<file path="src/rtl/io_timer.sv">
// Memory-mapped interval timer on the CPU I/O store bus.
// Write-only register file, prescaled 32-bit counter and a level interrupt.
module io_timer #(
    parameter logic [9:0] BASE_ADR = 10'h040,
    parameter int         PRE_W    = 16
) (
    input  logic        clk,
    input  logic        rst,
    input  logic [3:0]  st_we_io,
    input  logic [9:0]  st_adr_io,
    input  logic [31:0] st_data_io,
    output logic        interrupt_0,
    output logic [31:0] timer_cnt
);

    logic [9:0]       off_s;
    logic             sel_s;
    logic             wr_any_s;
    logic             ctrl_wr_s;
    logic             period_wr_s;
    logic             clear_wr_s;
    logic             pre_wr_s;
    logic [31:0]      be_mask_s;
    logic             tick_s;
    logic             match_s;
    logic             restart_s;
    logic [31:0]      cnt_inc_s;

    logic             en_r, periodic_r, irq_en_r, pending_r, irq_r;
    logic [31:0]      period_r, cnt_r;
    logic [PRE_W-1:0] prescale_r, pre_cnt_r;

    logic             en_nxt_s, periodic_nxt_s, irq_en_nxt_s, pending_nxt_s, irq_nxt_s;
    logic [31:0]      period_nxt_s, cnt_nxt_s;
    logic [PRE_W-1:0] prescale_nxt_s, pre_cnt_nxt_s;

    // Address decode relative to the register window base
    always_comb begin
        off_s       = st_adr_io - BASE_ADR;
        sel_s       = (off_s[9:2] == 8'd0);
        wr_any_s    = (st_we_io != 4'b0000);
        ctrl_wr_s   = sel_s && (off_s[1:0] == 2'd0) && st_we_io[0];
        period_wr_s = sel_s && (off_s[1:0] == 2'd1) && wr_any_s;
        clear_wr_s  = sel_s && (off_s[1:0] == 2'd2) && st_we_io[0] && st_data_io[0];
        pre_wr_s    = sel_s && (off_s[1:0] == 2'd3) && wr_any_s;
        be_mask_s   = {{8{st_we_io[3]}}, {8{st_we_io[2]}}, {8{st_we_io[1]}}, {8{st_we_io[0]}}};
    end

    // Tick, match and restart qualification for the counting datapath
    always_comb begin
        cnt_inc_s = cnt_r + 32'd1;
        tick_s    = en_r && (pre_cnt_r == prescale_r);
        // a zero period would otherwise match on the 0xFFFFFFFF wrap
        match_s   = tick_s && (period_r != 32'd0) && (cnt_inc_s == period_r);
        restart_s = period_wr_s || (ctrl_wr_s && st_data_io[0] && !en_r);
    end

    // Next-state computation for registers, prescaler, counter and interrupt
    always_comb begin
        en_nxt_s       = en_r;
        periodic_nxt_s = periodic_r;
        irq_en_nxt_s   = irq_en_r;
        period_nxt_s   = period_r;
        prescale_nxt_s = prescale_r;
        pending_nxt_s  = pending_r;
        cnt_nxt_s      = cnt_r;
        pre_cnt_nxt_s  = pre_cnt_r;

        // a CTRL store overrides the one-shot auto-disable
        if (ctrl_wr_s) begin
            en_nxt_s       = st_data_io[0];
            periodic_nxt_s = st_data_io[1];
            irq_en_nxt_s   = st_data_io[2];
        end else if (match_s && !periodic_r) begin
            en_nxt_s = 1'b0;
        end else begin
            en_nxt_s = en_r;
        end

        if (period_wr_s) begin
            period_nxt_s = (period_r & ~be_mask_s) | (st_data_io & be_mask_s);
        end else begin
            period_nxt_s = period_r;
        end

        if (pre_wr_s) begin
            prescale_nxt_s = (prescale_r & ~be_mask_s[PRE_W-1:0])
                           | (st_data_io[PRE_W-1:0] & be_mask_s[PRE_W-1:0]);
        end else begin
            prescale_nxt_s = prescale_r;
        end

        if (match_s) begin
            pending_nxt_s = 1'b1;
        end else if (clear_wr_s) begin
            pending_nxt_s = 1'b0;
        end else begin
            pending_nxt_s = pending_r;
        end

        if (restart_s) begin
            cnt_nxt_s     = 32'd0;
            pre_cnt_nxt_s = {PRE_W{1'b0}};
        end else if (tick_s) begin
            cnt_nxt_s     = match_s ? 32'd0 : cnt_inc_s;
            pre_cnt_nxt_s = {PRE_W{1'b0}};
        end else if (en_r) begin
            cnt_nxt_s     = cnt_r;
            pre_cnt_nxt_s = pre_cnt_r + {{(PRE_W-1){1'b0}}, 1'b1};
        end else begin
            cnt_nxt_s     = cnt_r;
            pre_cnt_nxt_s = pre_cnt_r;
        end

        irq_nxt_s = pending_nxt_s && irq_en_nxt_s;
    end

    // State registers with asynchronous reset
    always_ff @(posedge clk or posedge rst) begin
        if (rst) begin
            en_r       <= 1'b0;
            periodic_r <= 1'b0;
            irq_en_r   <= 1'b0;
            period_r   <= 32'd0;
            prescale_r <= {PRE_W{1'b0}};
            pending_r  <= 1'b0;
            cnt_r      <= 32'd0;
            pre_cnt_r  <= {PRE_W{1'b0}};
            irq_r      <= 1'b0;
        end else begin
            en_r       <= en_nxt_s;
            periodic_r <= periodic_nxt_s;
            irq_en_r   <= irq_en_nxt_s;
            period_r   <= period_nxt_s;
            prescale_r <= prescale_nxt_s;
            pending_r  <= pending_nxt_s;
            cnt_r      <= cnt_nxt_s;
            pre_cnt_r  <= pre_cnt_nxt_s;
            irq_r      <= irq_nxt_s;
        end
    end

    assign interrupt_0 = irq_r;
    assign timer_cnt   = cnt_r;

endmodule

</file>
<file path="config.mk">
export PLATFORM = sky130hd
export DESIGN_NAME = io_timer
export DESIGN_NICKNAME = d
export VERILOG_FILES = /design/src/rtl/io_timer.sv
export SDC_FILE = /design/constraint.sdc
export NUM_CORES = 1
export LEC_CHECK = 0
export CAP_MARGIN = 20
export CORE_AREA = 4 4 139 107
export DETAILED_ROUTE_END_ITERATION = 6
export DIE_AREA = 0 0 143 111
export PLACE_DENSITY = 0.67
export RECOVER_POWER = 100
export SLEW_MARGIN = 20
export SYNTH_ARGS = -nofsm -noshare
export SYNTH_HDL_FRONTEND = slang
export SYNTH_SLANG_ARGS = --single-unit
</file>
<file path="constraint.sdc">
create_clock -name clk -period 7.9 [get_ports clk]
set_clock_uncertainty 0.15 [all_clocks]
set_input_delay 1.58 -clock clk [delete_from_list [all_inputs] [get_ports clk]]
set_output_delay 1.58 -clock clk [all_outputs]
set_load 0.005 [all_outputs]
</file>
; ---- Yosys cells after proc, flatten, opt, wreduce, memory -nomap -nowiden
; Cells that the tools add are included.
; W data, S select, Z words.
[totals]
elab_cells = 62
in_bits = 48
output_inout_bits = 33
reg_bits = 101
[classes]
reduce_logical = 26
n_eq_ne = 5
bitwise = 8
addsub = 3
n_mux = 11
[ops]
columns = op, n
row1 = $mux W32, 3
row2 = $and A32 B32 Y32, 2
row3 = $mux W16, 3
row4 = $add A32 B1 Y32 const B, 1
row5 = $and A16 B16 Y16, 2
row6 = $eq A32 B32 Y1, 1
row7 = $not A32 Y32, 1
row8 = $or A32 B32 Y32, 1
row9 = $reduce_bool A32 Y1, 1
row10 = $add A16 B1 Y16 const B, 1
row11 = $eq A16 B16 Y1, 1
row12 = $logic_and A1 B1 Y1, 16
row13 = $not A16 Y16, 1
row14 = $or A16 B16 Y16, 1
row15 = $sub A10 B7 Y10 const B, 1
row16 = $logic_not A8 Y1, 1
row17 = $mux W1, 5
row18 = $eq A2 B2 Y1 const B, 2
row19 = $reduce_bool A2 Y1, 2
row20 = $reduce_bool A4 Y1, 1
row21 = $reduce_bool A3 Y1, 1
row22 = $eq A2 B1 Y1 const B, 1
row23 = $logic_not A1 Y1, 2
row24 = $logic_not A2 Y1, 1
row25 = $logic_or A1 B1 Y1, 1

; ---- Longest topological paths before layout
[depth]
word_depth = 8
mapped_depth = 11
depth_no_buf = 9

; ---- Least setup slack after synthesis
; OpenSTA, ideal clock, no wires.
[synth_timing]
path_kind = in2reg
start = input port st_adr_io[7]
end = register cnt_r[13] (netlist: timer_cnt[13])
cell_stages = 9
path_buffers = 1
setup_slack_ps = 4277
setup_ps = 133
required_ps = 7617
t_arrival_ps = 3340
cell_sequence = nor4b_1 -> nand2_1 -> nor4_1 -> a31o_2 -> nor2_1 -> clkbuf_1 -> o211a_1 -> a22oi_1 -> o41ai_1
[synth_between]
elab_chain_cells = 8
elab_cells_between_ends = 11
classes_between = add/sub: 1 / mux: 1 / reduce/logical: 9
[synth_rtl]
columns = item, line
row1 = "start, declared", 10  ; input logic [9:0] st_adr_io,
row2 = $sub A10 B7 Y10 (*), 39  ; off_s = st_adr_io - BASE_ADR;
row3 = $logic_not A8 Y1 (*), 40  ; sel_s = (off_s[9:2] == 8'd0);
row4 = $logic_and A1 B1 Y1 (2 in series), 42  ; ctrl_wr_s = sel_s && (off_s[1:0] == 2'd0) && st_we_io[0];
row5 = $logic_and A1 B1 Y1 (2 in series), 55  ; restart_s = period_wr_s || (ctrl_wr_s && st_data_io[0] && !en_r);
row6 = $logic_or A1 B1 Y1 (*), 55
row7 = $mux W32 / $reduce_bool A2 Y1 (equally long branches), --
row8 = "end signal, assigned", 137  ; cnt_r <= cnt_nxt_s;
row9 = "end, declared", 30  ; logic [31:0] period_r, cnt_r;
; Mark *: on every way between the ends. The rest lies on a longest branch, timed or not.
; A chain may end at the register's enable or synchronous reset.

; ---- Worst setup path in the final report
[layout_timing]
start = register cnt_r[0] (netlist: timer_cnt[0])
end = register cnt_r[13] (netlist: timer_cnt[13])
[layout_between]
elab_chain_cells = 6
[layout_rtl]
columns = item, line
row1 = $add A32 B1 Y32 (*), 51  ; cnt_inc_s = cnt_r + 32'd1;
row2 = $eq A32 B32 Y1, 54  ; match_s = tick_s && (period_r != 32'd0) && (cnt_inc_s == period_r);
row3 = $logic_and A1 B1 Y1, 54
row4 = $mux W32 (*), 105  ; cnt_nxt_s = match_s ? 32'd0 : cnt_inc_s;
row5 = $mux W32 (*), 104  ; end else if (tick_s) begin
row6 = $mux W32 (*), 101  ; if (restart_s) begin
; Mark *: on every way between the ends. The rest lies on a longest branch, timed or not. The select of a mux whose other input is x is not followed.

==> metrics.md <==
| Metric | Value |
|---|---|
| Initial core utilization | 0.442 |
| Total of max-cap violations | 0 |
| GR Util All Layers | 0.210 |
| Asr flop ratio synth | 1.00 |
| Critical R2R Launch | timer_cnt[0] |
| Postcts setup bufs | 0 |
| Synth Area in Adders | 0.00417 |
| Clock buffer depth | 2 |
| Area fraction in compound gates after synthesis | 0.0980 |
| Synth Area in XOR/XNOR | 0.110 |
| Ports | 81 |
| Syn-to-layout area delta | 19.7% |
| Clock Pin Slew Worst Setup and Hold Paths | 70 ps |
| Vias in the first global route | 4964 |
| Placer Congestion | 0.903 |
| Synthesized flop and latch total | just over 100 |
| Via density | about 5.8 |
| Top-area cell type share of the netlist area | 0.421 |
| Most common flop cell mapped by yosys | dfrtp_1 |
| Iteration-0 DRC Markers | just over 500 |
| Post-synthesis cell count | 635 |
| Endpoint required time on the critical path | 7990 ps |
| First-pass GRT wire length | ~27 mm |
| Worst setup path endpoint | timer_cnt[13] |
| Cell row count | 37 |
| Grt total ovfl | 0 |
| CP Max Fanout | 20 |
| Pin count of the biggest net entering global routing | 73 |
| Worst EP arrival | between 5000 and 6000 ps |
| Crit. Startpoint | timer_cnt[0] |
| Critical setup path kind | reg -> reg |
| # DRC | 0 |
| Drt wl/cell | 18.4 microns |
| Number of synthesized flops with an enable pin | 0 |
| Post-Synth Simple-Gate Area | 0.236 |
| Peak supply drop | 0.000158 V |
| Pwr Density | 207 nW/um^2 |
| Core region area | ~14000 sq um |
| Setup slack at placement | 3410 ps |
| Hold_buf cts | 0 |
| Static Leak | 0.00335 uW |
| Crit end category | flop |
| FF-to-FF path depth | 10 |
| Pwr Total | 1490 uW |
| Register area share after synthesis | 0.421 |
| H-tree Lvls | 3 |
| Avg Synthesized Cell Area | 9.45 sq um |
| Count leader, synth | dfrtp_1 |
| Slew Viols, Final | 0 |
| Die Ht | 111 microns |
| Setup TNS | 0 ps |
| Finished Cell Area | 7180 sq um |
| Initial antenna violation count | 0 |
| Final Hold Fails | 0 |
| Hold WC Path Type | reg -> reg |
| Reg2Reg Setup Slack | between 2000 and 3000 ps |
| Cell types with the highest counts after synthesis | dfrtp_1, nand2_1, nor2_1 |
| Fmax | 201 MHz |
| Total die area | approximately 16000 sq um |
| # fillers | 1193 |
| Post-cts resize count | 0 |
| Post-synth top area cell | dfrtp_1 |
| Final ANT Viol Nets | 0 |
| Type of origin of the critical path | flop |
| Actual slew at the worst max-slew pin | 1370 ps |
| Width of the die | 143 microns |
| RR Endpoint | timer_cnt[13] |
| Post-Route WL | 16.1 mm |
| Outcome | complete, no violations |
| DP HPWL | approximately 12 mm |
| Final setup fails | 0 |
| Fin crit share | 0.631 |
| RSZ-0062 raised after global routing | no |
| Synth warn | 0 |
| Via count | 5079 |
| Root buf cell | clkbuf_16 |
| Net count after synthesis | 685 |
| Yosys cell types | 56 |
| Mux cell area share after synthesis | 0.0989 |
| Worst skew pair latency | 360 ps |
| Largest family of logic cells by synthesized area | simple AND/OR/NAND/NOR gates |
| Top cells by area, synth | dfrtp_1, mux2_2, xor2_1, nand2_1, xnor2_1 |
| Mapped Area | between 5000 and 6000 sq um |
| N_diodes | 0 |
| DR pass1 iterations | 5 |
| TritonCTS clock tree | yes |
| CTS buffer count | 9 |
| Placed cell area | 6910 sq um |
| Final worst setup slack | ~2900 ps |
| Port bufs | 80 |
| Max-slew headroom at the worst pin | 0.0888 |
| Minimum clock period | 4980 ps |
| Number of nets in the layout | 748 |
| Layout cells sized above 1 | 0.108 |
| Clock Sinks | 101 |
==> cell type report <==
class,count,area (sq um),area share
clock buffer,9,225,0.0314
inverter,13,50.0,0.00697
clock inverter,6,48.8,0.00679
multi-input combinational,489,3280,0.457
tap,175,219,0.0305
sequential,101,2530,0.352
timing repair buffer,84,827,0.115
==> cell families after synthesis <==
group | Yosys count
flip-flops | 101
AO/OA/AOI/OAI | 86
adder cells (fa/ha/maj) | 2
multiplexers | 53
AND/OR/NAND/NOR | 274
XOR/XNOR | 74
buffers and inverters | 45
==> worst min-delay path by stage <==
stage	from	slack, ps	depth (start not counted)	end
2_1_floorplan	pending_r	280	2	pending_r
3_3_place_gp	pending_r	290	2	pending_r
3_5_place_dp	pending_r	300	2	pending_r
4_1_cts	pending_r	330	2	pending_r
5_1_grt	irq_en_r	340	1	irq_en_r
6_report	pending_r	320	2	pending_r
==> power breakdown <==
| part | switching (uW) | internal, uW |
|---|---|---|
| clock | 208 | 215 |
| sequential | 87.9 | 558 |
| combinational | 242 | 173 |
| total | 539 | 947 |
==> per-layer routing <==
layer	wire [microns]	global-route usage	up-vias	share of wire
met5	0	0	-	0
met4	160	0.0456	0	0.0099
met3	1380	0.0483	18	0.085
met2	6770	0.288	206	0.42
met1	7830	0.332	2451	0.49
li1	-	-	2404	-
==> worst max-delay path, stage by stage (launching register included) <==
cell and delay (ps):
dfrtp_1 540, ha_1 310, nand4_1 440, nor4_1 960
nand3_1 240, xnor2_1 190, and4_1 190, nand4_1 430
clkbuf_1 760, nand2_1 330, o41ai_1 320
==> metrics by stage <==
step,util,hold slack [ps],cells
final,0.529,321,877
after global placement,0.510,294,862
after global routing,0.529,340,877
after detailed placement,0.510,300,862
after CTS,0.530,327,877
after floorplan,-,276,635
==> cell usage in the layout, fill, tap and decap left out, drive strengths merged, types with 8 or more instances in the layout <==
cell type	n
nand2	78
xor2	41
a31oi	9
nand4	24
clkdlybuf4s50	45
nor3	19
o21ai	21
and2	15
dlygate4sd3	35
mux2	50
o211ai	25
dfrtp	101
and4	8
nor4	23
inv	14
clkbuf	10
nand3	21
xnor2	32
nor2	52
(Power assumes the default switching activity.)
==> variant (config.mk and constraints unchanged) <==
Change the parameter `PRE_W` from 16 to 18.
--- a/src/rtl/io_timer.sv
+++ b/src/rtl/io_timer.sv
@@ -4,3 +4,3 @@
     parameter logic [9:0] BASE_ADR = 10'h040,
-    parameter int         PRE_W    = 16
+    parameter int         PRE_W    = 18
 ) (
Function: changed (a bounded check fails within 4 cycles, from zero or initial values and one cycle with rst high).
==> variant against the unedited design <==
- the run now ends with capacitance limit, slew limit left
- critical endpoint is now timer_cnt[29]$_DFFE_PP0P_
- final area up 4.8%
- maximum frequency down 16%
- synthesized area up 6.6%
- sequential cell count up 4
- worst hold slack better by 0.027 ns
- largest cell class unchanged
- critical path type unchanged
- global-route usage up 2.5 points
- critical path depth down 1
- setup slack worse by 0.97 ns
- routed wire length up 12%
Power is not compared: it rests on default switching activity, and its combinational part moved more than twofold at a synthesized area within 25%.
==> variant: results (changes against the unedited design) <==
post-DP HPWL 13210 um (was 12010 um); Unique masters post-synth 66 (was 56); Synthesized Nets 686 (was 685); dpl ws 3.049 ns (was 3.408 ns); Routed WL per cell 20.79 um (was 18.41 um); area share of fa/ha/maj cells after synthesis 0.3914% (was 0.4172%); GR Layer Usage met2 31.41% (was 28.82%); Core Util, Final 55.49% (was 52.95%); FF-to-FF path depth 9 (was 10); largest cells by area after synthesis dfrtp_1, mux2_2, xnor2_1 (was dfrtp_1, mux2_2, xor2_1); Max-slew headroom -51.85% (was 8.882%); layout cells sized above 1 11.94% (was 10.83%); Vias/cell 6.351 (was 5.791); met1 global-route usage 37.53% (was 33.15%); commonest cells in the synthesized netlist dfrtp_1, mux2_2, xnor2_1 (was dfrtp_1, nand2_1, nor2_1); Placed Area 7262 um^2 (was 6913 um^2); vias 5525 (was 5079); Filler cells 1172 (was 1193); violated checks capacitance limit, slew limit; met3 wire length 1678 um (was 1380 um); max-slew violation count 54 (was 0); flip-flop and latch count 105 (was 101); routing usage on met3 5.261% (was 4.830%); die area 15870 um^2 (unchanged); Nets 740 (was 748); # Max-Cap Violations 1 (was 0); top fanout value on the critical path 25 (was 20); WHS Path Cells 1 (was 2); Met2 Wirelength 7429 um (was 6769 um); Placer Congestion 0.9173 (was 0.9030); Final Total Pwr 1137 uW; multi-input combinational area share 46.71% (was 45.73%); CP max-delay cell nor2_2 (was nor4_1); initial drt markers 620 (was 519); clock-cell share of area 4.023% (was 3.815%); status finished, violations left (was finished clean); #MultiIn Comb 482 (was 489); Inst Count DP 854 (was 862); Non-clock buffers 85 (was 84); antenna violations before repair 0 (unchanged); Synth Area in XOR/XNOR 11.68% (was 11.03%); register area 2628 um^2 (was 2527 um^2); max incr delay on CP 1.25 ns (was 0.96 ns); Compound-Gate Fraction of Synth Area 11.68% (was 9.804%); GRT Overall Usage 23.42% (was 20.95%); Root Buffer clkbuf_16 (unchanged); Layout non-clock buf frac 11.09% (was 11.52%); vias in the first global route 5440 (was 4964); Signal inverters 7 (was 13); first-pass GRT wire length 29480 um (was 26890 um); sequential fraction of the synthesis area 41.10% (was 42.14%)
==> variant: cell types whose count changed after synthesis, moves of 14 or more <==
cell / before / now
a221oi_1: 0 / 16
xnor2_1: 32 / 50
nand2_1: 78 / 45
nor3b_1: 0 / 19
nor2_1: 52 / 38
and3_1: 7 / 24
o211ai_1: 25 / 3
==> variant: final timing paths <==
check                           slack [ns]                   endpoint                      from
max in group asynchronous             3.95                  async pin                       rst
min in group asynchronous             2.13   pre_cnt_r[8]$_DFFE_PP0P_                       rst
worst min register to register        0.35         irq_en_r$_DFF_PP0_        irq_en_r$_DFF_PP0_
worst min-delay path                  0.35         irq_en_r$_DFF_PP0_        irq_en_r$_DFF_PP0_
worst max register to register        1.94  timer_cnt[29]$_DFFE_PP0P_  timer_cnt[0]$_DFFE_PP0P_
worst max-delay path                  1.94  timer_cnt[29]$_DFFE_PP0P_  timer_cnt[0]$_DFFE_PP0P_
